[config.mk]
export PLATFORM = sky130hd
export DESIGN_NAME = mem_req_arbiter_flat
export DESIGN_NICKNAME = d
export VERILOG_FILES = /design/src/rtl/mem_arb_pkg.sv /design/src/rtl/mem_req_arbiter_if.sv /design/src/rtl/mem_arb_rsp_fifo.sv /design/src/rtl/mem_req_arbiter.sv /design/src/flat_wrapper.sv
export SDC_FILE = /design/constraint.sdc
export NUM_CORES = 1
export LEC_CHECK = 0
export ABC_AREA = 1
export CAP_MARGIN = 25
export CORE_AREA = 2 2 214 216
export DETAILED_ROUTE_END_ITERATION = 6
export DIE_AREA = 0 0 216 218
export PLACE_DENSITY_LB_ADDON = 0.12
export SLEW_MARGIN = 20
export SYNTH_ARGS = -nofsm -noshare
export SYNTH_HDL_FRONTEND = slang
export SYNTH_SLANG_ARGS = --single-unit
[constraint.sdc]
create_clock -name clk -period 6.84 [get_ports clk]
set_clock_uncertainty 0.1 [all_clocks]
set_input_delay 1.368 -clock clk [delete_from_list [all_inputs] [get_ports clk]]
set_output_delay 1.368 -clock clk [all_outputs]
set_load 0.02 [all_outputs]
[src/rtl/mem_arb_pkg.sv]
// Shared types and defaults for the memory request arbiter: FSM state,
// requester index type and response-queue depth.
package mem_arb_pkg;

  localparam int NUM_REQ_DEFAULT   = 2;
  localparam int RSP_DEPTH_DEFAULT = 4;

  // Index width that stays legal for a single-requester build.
  function automatic int idx_width(input int n);
    return (n > 1) ? $clog2(n) : 1;
  endfunction

  localparam int REQ_IDX_W = idx_width(NUM_REQ_DEFAULT);

  typedef logic [REQ_IDX_W-1:0] req_idx_t;

  typedef enum logic {
    IDLE   = 1'b0,
    LOCKED = 1'b1
  } arb_state_e;

endpackage

[src/rtl/mem_req_arbiter_if.sv]
// Requester-side and memory-side bus of the arbiter. The slave modport is the
// arbiter's view; the master modport is the requesters plus memory model.
interface mem_req_arbiter_if #(
  parameter int NUM_REQ    = 2,
  parameter int ADDR_WIDTH = 64,
  parameter int DATA_WIDTH = 64
);

  // A beat transfers on any rising edge where valid and ready are both high;
  // valid never waits on ready, and ready may depend combinationally on valid.
  // Read returns (mem_rvalid, rsp_valid) are single-cycle pulses with no ready.
  logic [NUM_REQ-1:0]                   req_valid;
  logic [NUM_REQ-1:0]                   req_ready;
  logic [NUM_REQ-1:0][ADDR_WIDTH-1:0]   req_addr;
  logic [NUM_REQ-1:0]                   req_we;
  logic [NUM_REQ-1:0][DATA_WIDTH-1:0]   req_wdata;
  logic [NUM_REQ-1:0][DATA_WIDTH/8-1:0] req_be;
  logic [NUM_REQ-1:0]                   req_last;
  logic [NUM_REQ-1:0]                   rsp_valid;
  logic [DATA_WIDTH-1:0]                rsp_rdata;

  logic                    mem_valid;
  logic                    mem_ready;
  logic [ADDR_WIDTH-1:0]   mem_addr;
  logic                    mem_we;
  logic [DATA_WIDTH-1:0]   mem_wdata;
  logic [DATA_WIDTH/8-1:0] mem_be;
  logic                    mem_rvalid;
  logic [DATA_WIDTH-1:0]   mem_rdata;

  modport slave (
    input  req_valid, req_addr, req_we, req_wdata, req_be, req_last,
    output req_ready, rsp_valid, rsp_rdata,
    output mem_valid, mem_addr, mem_we, mem_wdata, mem_be,
    input  mem_ready, mem_rvalid, mem_rdata
  );

  modport master (
    output req_valid, req_addr, req_we, req_wdata, req_be, req_last,
    input  req_ready, rsp_valid, rsp_rdata,
    input  mem_valid, mem_addr, mem_we, mem_wdata, mem_be,
    output mem_ready, mem_rvalid, mem_rdata
  );

endinterface

[src/rtl/mem_arb_rsp_fifo.sv]
// In-order queue of requester indices for outstanding reads. Full and empty
// come from registered occupancy only, so a pop never frees space for a push
// in the same cycle.
module mem_arb_rsp_fifo #(
  parameter int DEPTH = 4,
  parameter int WIDTH = 1
) (
  input  logic             clk,
  input  logic             rst,
  input  logic             push,
  input  logic [WIDTH-1:0] push_data,
  input  logic             pop,
  output logic [WIDTH-1:0] pop_data,
  output logic             full,
  output logic             empty
);

  localparam int PTR_W = (DEPTH > 1) ? $clog2(DEPTH) : 1;
  localparam int CNT_W = $clog2(DEPTH + 1);

  typedef logic [PTR_W-1:0] ptr_t;

  logic [WIDTH-1:0] storage [DEPTH];
  ptr_t             wr_ptr_q;
  ptr_t             rd_ptr_q;
  logic [CNT_W-1:0] count_q;
  logic             push_ok;
  logic             pop_ok;

  function automatic ptr_t next_ptr(input ptr_t p);
    if (int'(p) == DEPTH - 1) begin
      return '0;
    end
    return p + ptr_t'(1);
  endfunction

  assign full     = (count_q == CNT_W'(DEPTH));
  assign empty    = (count_q == '0);
  assign push_ok  = push & ~full;
  assign pop_ok   = pop & ~empty;
  assign pop_data = storage[rd_ptr_q];

  always_ff @(posedge clk or posedge rst) begin
    if (rst) begin
      wr_ptr_q <= '0;
      rd_ptr_q <= '0;
      count_q  <= '0;
    end else begin
      if (push_ok) begin
        wr_ptr_q <= next_ptr(wr_ptr_q);
      end
      if (pop_ok) begin
        rd_ptr_q <= next_ptr(rd_ptr_q);
      end
      case ({push_ok, pop_ok})
        2'b10:   count_q <= count_q + CNT_W'(1);
        2'b01:   count_q <= count_q - CNT_W'(1);
        default: count_q <= count_q;
      endcase
    end
  end

  // Payload storage carries no reset; only the pointers define validity.
  always_ff @(posedge clk) begin
    if (push_ok) begin
      storage[wr_ptr_q] <= push_data;
    end
  end

endmodule

[src/rtl/mem_req_arbiter.sv]
// Round-robin arbiter from several requesters onto one memory port, with
// locked multi-beat sequences and in-order read-response routing.
// Build option: MEM_ARB_PRIO_EN gives requester 0 fixed priority while idle.
module mem_req_arbiter
  import mem_arb_pkg::*;
#(
  parameter int NUM_REQ    = NUM_REQ_DEFAULT,
  parameter int ADDR_WIDTH = 64,
  parameter int DATA_WIDTH = 64,
  parameter int RSP_DEPTH  = RSP_DEPTH_DEFAULT
) (
  input  logic             clk,
  input  logic             rst,
  mem_req_arbiter_if.slave bus,
  output logic             err,
  output arb_state_e       state_dbg
);

  localparam int IDX_W = idx_width(NUM_REQ);
  localparam int BE_W  = DATA_WIDTH / 8;

  typedef logic [IDX_W-1:0] idx_t;

  arb_state_e state_q;
  arb_state_e state_d;
  idx_t       rr_ptr_q;
  idx_t       rr_ptr_d;
  idx_t       lock_idx_q;
  idx_t       lock_idx_d;
  idx_t       winner;
  idx_t       fifo_head;
  logic       err_q;

  logic [NUM_REQ-1:0]    rr_mask;
  logic [ADDR_WIDTH-1:0] win_addr;
  logic [DATA_WIDTH-1:0] win_wdata;
  logic [BE_W-1:0]       win_be;
  logic                  win_we;
  logic                  win_last;
  logic                  blocked;
  logic                  accept;
  logic                  fifo_push;
  logic                  fifo_pop;
  logic                  fifo_full;
  logic                  fifo_empty;

  function automatic idx_t wrap_inc(input idx_t i);
    if (int'(i) == NUM_REQ - 1) begin
      return '0;
    end
    return i + idx_t'(1);
  endfunction

  // Requesters that take part in the round-robin search.
  always_comb begin
    rr_mask = '1;
`ifdef MEM_ARB_PRIO_EN
    if (NUM_REQ > 1) begin
      rr_mask[0] = 1'b0;
    end
`endif
  end

  // Winner selection: held index while locked, otherwise search from rr_ptr.
  always_comb begin
    logic found;
    idx_t cand;
    winner = rr_ptr_q;
    found  = 1'b0;
    cand   = '0;
    if (state_q == LOCKED) begin
      winner = lock_idx_q;
    end else begin
`ifdef MEM_ARB_PRIO_EN
      if (bus.req_valid[0]) begin
        winner = '0;
        found  = 1'b1;
      end
`endif
      for (int k = 0; k < NUM_REQ; k++) begin
        cand = idx_t'((int'(rr_ptr_q) + k) % NUM_REQ);
        if (!found && bus.req_valid[cand] && rr_mask[cand]) begin
          winner = cand;
          found  = 1'b1;
        end
      end
    end
  end

  always_comb begin
    win_addr  = bus.req_addr[winner];
    win_wdata = bus.req_wdata[winner];
    win_be    = bus.req_be[winner];
    win_we    = bus.req_we[winner];
    win_last  = bus.req_last[winner];
  end

  // Zero-latency forwarding; reads stall only when the response queue is full.
  always_comb begin
    blocked       = ~win_we & fifo_full;
    bus.mem_valid = bus.req_valid[winner] & ~blocked & ~rst;
    bus.mem_addr  = win_addr;
    bus.mem_we    = win_we;
    bus.mem_wdata = win_wdata;
    bus.mem_be    = win_be;
    accept        = bus.mem_valid & bus.mem_ready;
    bus.req_ready = '0;
    if (accept) begin
      bus.req_ready[winner] = 1'b1;
    end
    fifo_push     = accept & ~win_we;
    fifo_pop      = bus.mem_rvalid & ~fifo_empty & ~rst;
    bus.rsp_valid = '0;
    if (fifo_pop) begin
      bus.rsp_valid[fifo_head] = 1'b1;
    end
    bus.rsp_rdata = bus.mem_rdata;
  end

  // A non-final beat pins the grant; the final beat moves the pointer past it.
  always_comb begin
    state_d    = state_q;
    rr_ptr_d   = rr_ptr_q;
    lock_idx_d = lock_idx_q;
    if (accept) begin
      if (win_last) begin
        state_d  = IDLE;
        rr_ptr_d = wrap_inc(winner);
      end else begin
        state_d    = LOCKED;
        lock_idx_d = winner;
      end
    end
  end

  always_ff @(posedge clk or posedge rst) begin
    if (rst) begin
      state_q    <= IDLE;
      rr_ptr_q   <= '0;
      lock_idx_q <= '0;
      err_q      <= 1'b0;
    end else begin
      state_q    <= state_d;
      rr_ptr_q   <= rr_ptr_d;
      lock_idx_q <= lock_idx_d;
      if (bus.mem_rvalid && fifo_empty) begin
        err_q <= 1'b1;
      end
    end
  end

  mem_arb_rsp_fifo #(
    .DEPTH (RSP_DEPTH),
    .WIDTH (IDX_W)
  ) u_rsp_fifo (
    .clk       (clk),
    .rst       (rst),
    .push      (fifo_push),
    .push_data (winner),
    .pop       (fifo_pop),
    .pop_data  (fifo_head),
    .full      (fifo_full),
    .empty     (fifo_empty)
  );

  assign err       = err_q;
  assign state_dbg = state_q;

endmodule

[src/flat_wrapper.sv]
// flat-port wrapper written by rule: the top's interface ports become plain ports
module mem_req_arbiter_flat import mem_arb_pkg::*;
#(
  parameter int NUM_REQ    = NUM_REQ_DEFAULT,
  parameter int ADDR_WIDTH = 64,
  parameter int DATA_WIDTH = 64,
  parameter int RSP_DEPTH  = RSP_DEPTH_DEFAULT
)
  (clk, rst, err, state_dbg, bus_req_valid, bus_req_addr, bus_req_we, bus_req_wdata, bus_req_be, bus_req_last, bus_req_ready, bus_rsp_valid, bus_rsp_rdata, bus_mem_valid, bus_mem_addr, bus_mem_we, bus_mem_wdata, bus_mem_be, bus_mem_ready, bus_mem_rvalid, bus_mem_rdata);
  mem_req_arbiter_if #(.NUM_REQ(NUM_REQ), .ADDR_WIDTH(ADDR_WIDTH), .DATA_WIDTH(DATA_WIDTH)) bus_i ();
  input  logic clk;
  input  logic rst;
  output logic err;
  output arb_state_e state_dbg;
  input wire logic [$bits(bus_i.req_valid)-1:0] bus_req_valid;
  input wire logic [$bits(bus_i.req_addr)-1:0] bus_req_addr;
  input wire logic [$bits(bus_i.req_we)-1:0] bus_req_we;
  input wire logic [$bits(bus_i.req_wdata)-1:0] bus_req_wdata;
  input wire logic [$bits(bus_i.req_be)-1:0] bus_req_be;
  input wire logic [$bits(bus_i.req_last)-1:0] bus_req_last;
  output wire logic [$bits(bus_i.req_ready)-1:0] bus_req_ready;
  output wire logic [$bits(bus_i.rsp_valid)-1:0] bus_rsp_valid;
  output wire logic [$bits(bus_i.rsp_rdata)-1:0] bus_rsp_rdata;
  output wire logic [$bits(bus_i.mem_valid)-1:0] bus_mem_valid;
  output wire logic [$bits(bus_i.mem_addr)-1:0] bus_mem_addr;
  output wire logic [$bits(bus_i.mem_we)-1:0] bus_mem_we;
  output wire logic [$bits(bus_i.mem_wdata)-1:0] bus_mem_wdata;
  output wire logic [$bits(bus_i.mem_be)-1:0] bus_mem_be;
  input wire logic [$bits(bus_i.mem_ready)-1:0] bus_mem_ready;
  input wire logic [$bits(bus_i.mem_rvalid)-1:0] bus_mem_rvalid;
  input wire logic [$bits(bus_i.mem_rdata)-1:0] bus_mem_rdata;
  assign bus_i.req_valid = bus_req_valid;
  assign bus_i.req_addr = bus_req_addr;
  assign bus_i.req_we = bus_req_we;
  assign bus_i.req_wdata = bus_req_wdata;
  assign bus_i.req_be = bus_req_be;
  assign bus_i.req_last = bus_req_last;
  assign bus_req_ready = bus_i.req_ready;
  assign bus_rsp_valid = bus_i.rsp_valid;
  assign bus_rsp_rdata = bus_i.rsp_rdata;
  assign bus_mem_valid = bus_i.mem_valid;
  assign bus_mem_addr = bus_i.mem_addr;
  assign bus_mem_we = bus_i.mem_we;
  assign bus_mem_wdata = bus_i.mem_wdata;
  assign bus_mem_be = bus_i.mem_be;
  assign bus_i.mem_ready = bus_mem_ready;
  assign bus_i.mem_rvalid = bus_mem_rvalid;
  assign bus_i.mem_rdata = bus_mem_rdata;
  mem_req_arbiter #(.NUM_REQ(NUM_REQ), .ADDR_WIDTH(ADDR_WIDTH), .DATA_WIDTH(DATA_WIDTH), .RSP_DEPTH(RSP_DEPTH)) u_core (.clk(clk), .rst(rst), .bus(bus_i), .err(err), .state_dbg(state_dbg));
endmodule
# Yosys cells after proc, flatten, opt, wreduce, memory -nomap -nowiden
# Memory sizes are Yosys's and may differ from the RTL's.
# Index checks and enable logic that the tools add are counted.
# totals
ff_bits	11
latch_bits	0
ram_bits	4
romBits	0
input_bits	346
wordCells	96
mem_count	1
# mem_list
name	depth	width	rd	rd_ports_with_merged_regs	write_ports	line_no	text
u_core.u_rsp_fifo.storage	4	1	1	0	1	mem_arb_rsp_fifo.sv:23	logic [WIDTH-1:0] storage [DEPTH];
# op_classes
addsub	6
n_mul	0
div_mod_pow	0
order_cmp	6
n_eq_ne	5
shifts	0
mux	45
n_bitwise	15
reduce_logical	11
# ops
op	count
2-to-1 mux 64 bit	4
2-to-1 mux 1 bit	30
2-to-1 mux 8 bit	2
2-to-1 mux 2 bit	6
bitwise AND 1 bit	9
< comparator 1 x 2 -> 1 bit (second input constant)	4
equality test 2 x 1 -> 1 bit (second input constant)	3
logical AND 1 bit	6
NOT 1 bit	6
one-hot mux 3 bit (2 select lines)	1
adder 2 x 1 -> 2 bit (second input constant)	2
AND reduction 2 bit	2
adder 3 x 1 -> 3 bit (second input constant)	1
equality test 3 bit (second input constant)	1
logical NOT 3 bit	1
subtractor 3 x 1 -> 3 bit (second input constant)	1
adder 1 bit (second input constant)	2
demux 1 bit (select 1 bit)	2
equality test 2 bit (second input constant)	1
greater-or-equal comparator 1 bit (second input constant)	2
nonzero test 2 bit	1
logical NOT 1 bit	1

# Longest topological paths before layout
# Gate-level depths: netlist of run 1.
# depth
ltp_word	22
ltp_mapped	15
depth_no_buf	15

# By module
# A second synthesis of run 1 with hierarchy kept.
# hier_totals
cells_unflattened	628
hier_area_um2	3178.0
# modules_own_cells
module	n_inst	cells_per_inst	area_each_um2	seq_area_each_um2
mem_req_arbiter	1	555	2502.4	100.1
mem_arb_rsp_fifo	1	73	675.6	295.3

# Worst setup path before layout of run 1
# OpenSTA, ideal clock, no wires.
# synth_timing
path_kind	input port to output port
from	input bus_req_valid[0]
to	output bus_mem_addr[15]
arrival_time_ps	2282
required_time_ps	5372
slack_ps	3090
cell_stages	10
path_buffers	2
cell_sequence	inv_1 nand2_1 nand2_2 nand2_4 nand2_4 inv_2 buf_2 buf_2 nand2_1 nand2_1
# synth_between
elab_chain_cells	12
word_cells_on_any_way	14
classes_between	mux: 10; reduce/logical: 4
# synth_lines
element	line_no	text
from (decl)	flat_wrapper.sv:15	input wire logic [$bits(bus_i.req_valid)-1:0] bus_req_valid;
2-to-1 mux 1 bit (implied by the code) (2 in series)	mem_req_arbiter.sv:82	if (!found && bus.req_valid[cand] && rr_mask[cand]) begin
logical AND 1 bit	mem_req_arbiter.sv:82	
2-to-1 mux 1 bit	mem_req_arbiter.sv:82	
2-to-1 mux 1 bit	mem_req_arbiter.sv:71	if (state_q == LOCKED) begin
logical NOT 1 bit	mem_req_arbiter.sv:82	
logical AND 1 bit * (2 in series)	mem_req_arbiter.sv:82	
2-to-1 mux 1 bit *	mem_req_arbiter.sv:82	
2-to-1 mux 1 bit *	mem_req_arbiter.sv:71	
2-to-1 mux 64 bit (implied by the code) * (2 in series)	mem_req_arbiter.sv:91	win_addr = bus.req_addr[winner];
to (decl)	flat_wrapper.sv:25	output wire logic [$bits(bus_i.mem_addr)-1:0] bus_mem_addr;
# Mark *: on every way between the ends. The rest lies on a longest branch, timed or not. The select of a mux whose other input is x is not followed.

# Worst setup path in the final report of run 1
# layout_timing
from	input bus_req_valid[0]
to	output bus_mem_wdata[26]
# layout_between
elab_chain_cells	12
word_cells_on_any_way	14
classes_between	mux: 10; reduce/logical: 4
# layout_lines
element	line_no	text
2-to-1 mux 1 bit (implied by the code) (2 in series)	mem_req_arbiter.sv:82	
logical AND 1 bit	mem_req_arbiter.sv:82	
2-to-1 mux 1 bit	mem_req_arbiter.sv:82	
2-to-1 mux 1 bit	mem_req_arbiter.sv:71	
logical NOT 1 bit	mem_req_arbiter.sv:82	
logical AND 1 bit * (2 in series)	mem_req_arbiter.sv:82	
2-to-1 mux 1 bit *	mem_req_arbiter.sv:82	
2-to-1 mux 1 bit *	mem_req_arbiter.sv:71	
2-to-1 mux 64 bit (implied by the code) * (2 in series)	mem_req_arbiter.sv:92	win_wdata = bus.req_wdata[winner];
to (decl)	flat_wrapper.sv:27	output wire logic [$bits(bus_i.mem_wdata)-1:0] bus_mem_wdata;
# Marked as above.

==> results.cfg, run 1 <==
[status]
status = finished clean

[yosys]
syn_inst = 615
synth_fa_ha_area_frac = 0.0303
synthMuxAreaShare = 0
ys_ff_latch = 15
avgSynthCellArea_um2 = 5.10
synth_nets = 968
synth.top_cell.area_share = 0.521
ys_seq_area_frac = 0.126
synth_compound_area_frac = 0.0208
yosys_warnings = 0
synthSimpleGateAreaFrac = 0.587
syn-cell-area_mm2 = 0.00314
synth.distinct_cells = 28
synthTopCellsByArea = nand2_1 52%, buf_4 16%, dfrtp_1 8.8%, buf_2 4.2%, edfxtp_1 3.8%
synth_top_family_by_area = simple AND/OR/NAND/NOR gates
synth_area_leader_cell = nand2_1
synth_xor_area_frac = 0.00559

[global_routing]
grt_antenna_before_repair = 0
grt_pass1_wl_um = 29200
grt_max_degree = 78
grt_pass1_vias = 4741
grt.overflow.total = 0
grt_usage = 0.0802

[setup_path]
r2r-start = u_core.state_dbg$_DFFE_PP0N_
rrSetupSlack_ns = 4.37
rr_endpoint = u_core.u_rsp_fifo.count_q[2]$_DFFE_PP0P_
cp-end-kind = output pin
crit_path_max_fanout = 33
r2r_cells = 11
critPathLaunchType = input port
cp_top_family = buffers and inverters
cpPeakStageDelay_ns = 0.59
setup.worst_path.class = input port to output pin
worstPathRequired_ns = 5.37
crit_buf_inv = 5
cpMaxStageDelayCell = clkdlybuf4s50_1
cp_common_cell = nand2_1
path_cells = clkdlybuf4s50_1, inv_1, nand2_1, nand2_2, nand2_4, nand2_4, inv_4, buf_4, nand2_1, nand2_1, clkdlybuf4s50_1
critPathArrivalTime_ns = 3.80

[placement]
place_congestion = 0.746
port_buffers = 425
hpwlAfterDp_um = 17200
dp.cells = 1551
dp_slack_ns = 1.50

[sta]
slew_headroom = 0.481
setup_viol = 0
clock.fmax_mhz = 190
worstMarginPinSlew_ns = 0.778
slew_viol_final = 0
final_hold_viol_count = 0
rsz0062_at_grt = no
post-route-period-util = 0.771
period_minus_slack_ns = 5.27
setup_ws_ns = 1.57
finalSetupTns_ns = 0
holdWs_ns = 0.375

[routing]
post_drt_wl_per_cell_um = 13.3
routed_wl_um = 20700
postRouteAntennaNets = 0
drt_pass1_iterations = 4
post-route-drc-count = 0
vias = 4767
via_per_inst = 3.07
drt_iter0_drc = 159

[floorplanning]
rows = 78
fp.dieH_um = 218
ios = 554
core_area_mm2 = 0.0449
die_w_um = 216
start_util = 0.0698
fp.dieArea_mm2 = 0.0471

[clock_network]
post-cts-setup-buffer-count = 0
clk_pin_slew_ns = 0.05
htree_levels = 1
cts_buffer_depth = 2
holdBufCountCts = 0
clock_latency_ns = 0.24
cts_resized = 0
cts_root_buf = clkbuf_16
cts.sinks = 15
numCtsBuffers = 3
cts_tree = yes

[finish]
diodes = 0
syn_to_final_growth_pct = 144
final_cell_mix = 435 x nand2_1, 425 x clkdlybuf4s50_1, 21 x inv_1
fin_cells = 1555
drive_gt1_frac = 0.0262
final_common_cell = nand2_1
fillers = 5167
fin_nets = 1309

[worst_hold_path]
hold_path_class = register to register
holdPathStages = 1
min_to = u_core.err$_DFFE_PP0P_
hp-start = u_core.err$_DFFE_PP0P_

[power_and_ir_drop]
peakVddDrop_mv = 0.248
p_leak_nw = 3.40
cellPowerDensity_mw_per_mm2 = 336

[flow_run]
drv_cap = 0
==> per-layer routing <==
layer,global-route usage,vias up,routed length [um]
li1,-,2446,-
met3,0.0241,32,1910
met4,0.0174,0,437
met1,0.0871,1987,7830
met5,0,-,0
met2,0.152,302,10600
==> synthesized netlist by cell type <==
cell type  instances
nand3_2            1
clkbuf_1           1
nand3_1            1
nand2_1          435
nor2_1             8
buf_2             26
a21o_1             1
xor2_1             1
buf_4             67
a21oi_1            3
inv_1             21
ha_1               6
nor3_1             3
nor2_2             3
inv_2              2
fa_1               1
nand2_2            4
nand4_1            2
o21ai_0            5
xnor2_1            1
nand2_4            2
nor2_4             1
nand4_4            1
edfxtp_1           4
dfrtp_1           11
a32oi_1            1
a21oi_2            1
nand3_4            2
==> worst max-delay path by stage <==
stage / start / end / slack [ns] / cells past startpoint
floorplan: bus_req_valid[0] / bus_mem_addr[15] / 3.09 / 10
global placement: bus_req_valid[0] / bus_mem_addr[38] / 1.48 / 11
detailed placement: bus_req_valid[0] / bus_mem_wdata[51] / 1.50 / 11
CTS: bus_req_valid[0] / bus_mem_wdata[51] / 1.49 / 11
global route: bus_req_valid[0] / bus_mem_wdata[51] / 1.39 / 11
finish: bus_req_valid[0] / bus_mem_wdata[26] / 1.57 / 11
==> state kept, by name, summed over array words and instances, names as in the netlist <==
signal and cells:
u_core.err 1, u_core.u_rsp_fifo.wr_ptr_q 2, u_core.u_rsp_fifo.count_q 3, u_core.rr_ptr_q 1
u_core.u_rsp_fifo.rd_ptr_q 2, u_core.u_rsp_fifo.storage 4, u_core.state_dbg 1, u_core.lock_idx_q 1
==> power breakdown <==
| group | switching [mW] | internal [mW] |
|---|---|---|
| combinational | 1.30 | 0.995 |
| clock | 0.0363 | 0.0790 |
| sequential | 0.0328 | 0.128 |
==> stage by stage <==
stage / utilization / instance area [um^2] / power [mW]
3_3_place_gp: 0.169 / 7580 / 2.54
5_1_grt: 0.171 / 7660 / 2.79
6_report: 0.171 / 7660 / 2.57
2_1_floorplan: - / 3140 / 1.39
3_5_place_dp: 0.169 / 7580 / 2.51
4_1_cts: 0.171 / 7660 / 2.63
==> cell families after synthesis <==
| group | after synthesis |
|---|---|
| flip-flops | 15 |
| AO/OA/AOI/OAI | 11 |
| AND/OR/NAND/NOR | 463 |
| XOR/XNOR | 2 |
| buffers and inverters | 117 |
| adder cells (fa/ha/maj) | 7 |
==> area by class of cell <==
type	count	area [um^2]	share of cell area
flip-flops and latches	15	395	0.0516
multi-input cells	483	2020	0.263
clock buffers	4	78.8	0.0103
well taps	600	751	0.0980
repair buffers	430	4330	0.565
inverters	23	88.8	0.0116
==> worst reg2reg max path: cells and delay by family, from the launching register on <==
| family | cells | cell delay [ns] |
|---|---|---|
| DFF | 1 | 0.45 |
| xor gates and xnor gates | 1 | 0.15 |
| adders and majority gates | 2 | 0.53 |
| AOI/OAI and AO/OA | 2 | 0.25 |
| and+or+nand+nor | 4 | 0.75 |
| buffers and inverters | 2 | 0.12 |
No activity file was read; power rests on OpenSTA's default activity.
==> run 2, diff against run 1 <==
--- a/config.mk
+++ b/config.mk
@@ -7,9 +7,9 @@
 export LEC_CHECK = 0
 export ABC_AREA = 1
 export CAP_MARGIN = 25
-export CORE_AREA = 2 2 214 216
+export CORE_AREA = 2 2 218 220
 export DETAILED_ROUTE_END_ITERATION = 6
-export DIE_AREA = 0 0 216 218
+export DIE_AREA = 0 0 220 222
 export PLACE_DENSITY_LB_ADDON = 0.12
 export SLEW_MARGIN = 20
 export SYNTH_ARGS = -nofsm -noshare
==> constraint.sdc (replaced) <==
create_clock -name clk -period 5.16 [get_ports clk]
set_clock_uncertainty 0.1 [all_clocks]
set_input_delay 1.032 -clock clk [delete_from_list [all_inputs] [get_ports clk]]
set_output_delay 1.032 -clock clk [all_outputs]
set_load 0.02 [all_outputs]
==> run 2 against run 1 <==
Hold slack got worse by 0.0084 ns. First-iteration DRC count decreased by 9.4%. Total power increased by 34%. Flip-flop and latch count unchanged. Critical path depth decreased by 1. Via count decreased by 1.2%. Combinational power increased by 34%.
==> results.cfg, run 2 (synthesized netlist as in run 1, its figures left out) <==
[status]
status = finished clean

[placement]
dp_slack_ns = 0.738
dpl_cell_area_mm2 = 0.00764
dp.cells = 1562
place_congestion = 0.760
port_buffers = 425
hpwlAfterDp_um = 17800

[finish]
fin_nets = 1313
final_common_cell = nand2_1
largest_reg_flops = 4
fillers = 5369
diodes = 0
fin_cells = 1566
postLayoutCellArea_mm2 = 0.00772
final_core_util = 0.167
final_cell_mix = 435 x nand2_1, 425 x clkdlybuf4s50_1, 21 x inv_1
max_flop_register = u_core.u_rsp_fifo.storage
multi_input_area_mm2 = 0.00202
seq_area_um2 = 395
reg_top3 = u_core.u_rsp_fifo.storage: 4 flops, u_core.u_rsp_fifo.count_q: 3 flops
drive_gt1_frac = 0.0313
syn_to_final_growth_pct = 146

[clock_network]
cts_root_buf = clkbuf_16
post-cts-setup-buffer-count = 0
htree_levels = 1
clk_pin_slew_ns = 0.05
cts_tree = yes
cts.sinks = 15
cts_buffer_depth = 2
numCtsBuffers = 3
cts_resized = 0
holdBufCountCts = 0
clock_latency_ns = 0.25

[routing]
post_drt_wl_per_cell_um = 13.4
vias = 4708
postRouteAntennaNets = 0
via_per_inst = 3.01
routed_wl_um = 20900
post-route-drc-count = 0
drt_pass1_iterations = 5
drt_iter0_drc = 144

[global_routing]
grt_antenna_before_repair = 0
grt_pass1_vias = 4847
busiest_layer = met2
grt_max_degree = 78
grt_pass1_wl_um = 29200
use_met1 = 0.0770
grt.overflow.total = 0
grt_usage = 0.0789
grtUsageMet2 = 0.160
grt_util_met3 = 0.0206

[setup_path]
crit_path_max_fanout = 77
r2r-start = u_core.state_dbg$_DFFE_PP0N_
setup.worst_path.class = input port to output pin
rrSetupSlack_ns = 2.63
critPathLaunchType = input port
critPathArrivalTime_ns = 3.26
rr_endpoint = u_core.u_rsp_fifo.count_q[2]$_DFFE_PP0P_
r2r_cells = 13
crit_start = bus_req_valid[0]
cp-end-kind = output pin
worstPathRequired_ns = 4.03

[floorplanning]
fp.dieArea_mm2 = 0.0488
start_util = 0.0678
ios = 554
rows = 79
core_area_mm2 = 0.0463
die_w_um = 220
fp.dieH_um = 222

[sta]
setup_viol = 0
holdWs_ns = 0.366
rsz0062_at_grt = no
final_hold_viol_count = 0
post-route-period-util = 0.851
finalSetupTns_ns = 0
slew_headroom = 0.713
slew_viol_final = 0
clock.fmax_mhz = 228
setup_ws_ns = 0.768
worstMarginPinSlew_ns = 0.431
period_minus_slack_ns = 4.39

[worst_hold_path]
hold_path_class = register to register
hp-start = u_core.err$_DFFE_PP0P_
holdPathStages = 1
min_to = u_core.err$_DFFE_PP0P_

[power_and_ir_drop]
cellPowerDensity_mw_per_mm2 = 445
p_comb_frac = 0.894
peakVddDrop_mv = 0.281
netSwitchingFraction = 0.527
switchingPower_mw = 1.81
clkPwrFrac = 0.045
total_power_mw = 3.43
p_seq_frac = 0.061
p_int_mw = 1.62
p_leak_nw = 3.43

[flow_run]
drv_cap = 0
## run 2: cell count changes in the layout (fill, tap and decap cells not counted), sizes merged
cell	previous run	this run
buf	5	9
clkbuf	4	3
clkinv	0	1
## run 2: area by class of cell
class                   count  area share
clock buffers               3     0.00972
clock inverters             1    0.000648
inverters                  23      0.0115
multi-input cells         483       0.261
flip-flops and latches     15      0.0512
well taps                 607      0.0983
repair buffers            434       0.568
## run 2: how the worst max path moves through the flow
stage,endpoint,slack [ns],cells after the start
2_1_floorplan,bus_mem_addr[15],2.08,10
3_3_place_gp,bus_mem_addr[15],0.74,12
3_5_place_dp,bus_mem_addr[15],0.74,12
4_1_cts,bus_mem_addr[15],0.74,12
5_1_grt,bus_mem_be[3],0.59,12
6_report,bus_mem_addr[18],0.77,10
## run 2: layer usage
metal / vias to the layer above / share of wire / routed length, um
met5: - / 0 / 0
met4: 0 / 0.024 / 501
met3: 34 / 0.096 / 2010
met2: 270 / 0.53 / 11200
met1: 1952 / 0.35 / 7250
li1: 2452 / - / -
## run 2: worst max-delay path, cell delays in order
cell             delay (ns)
clkdlybuf4s50_1        0.45
inv_1                  0.11
nand2_1                0.07
nand2_2                0.07
nand2_4                0.07
nand2_4                0.15
buf_12                 0.28
nand2_1                0.17
nand2_1                0.11
clkdlybuf4s50_1        0.61
## run 2: power groups by stage
| stage | clock network [mW] | logic, mW | registers, mW |
|---|---|---|---|
| 6_report | 0.155 | 3.07 | 0.211 |
| 5_1_grt | 0.170 | 3.35 | 0.217 |
| 4_1_cts | 0.163 | 3.15 | 0.210 |
| 3_5_place_dp | 0 | 3.14 | 0.212 |
| 3_3_place_gp | 0 | 3.16 | 0.214 |
| 2_1_floorplan | 0 | 1.64 | 0.206 |
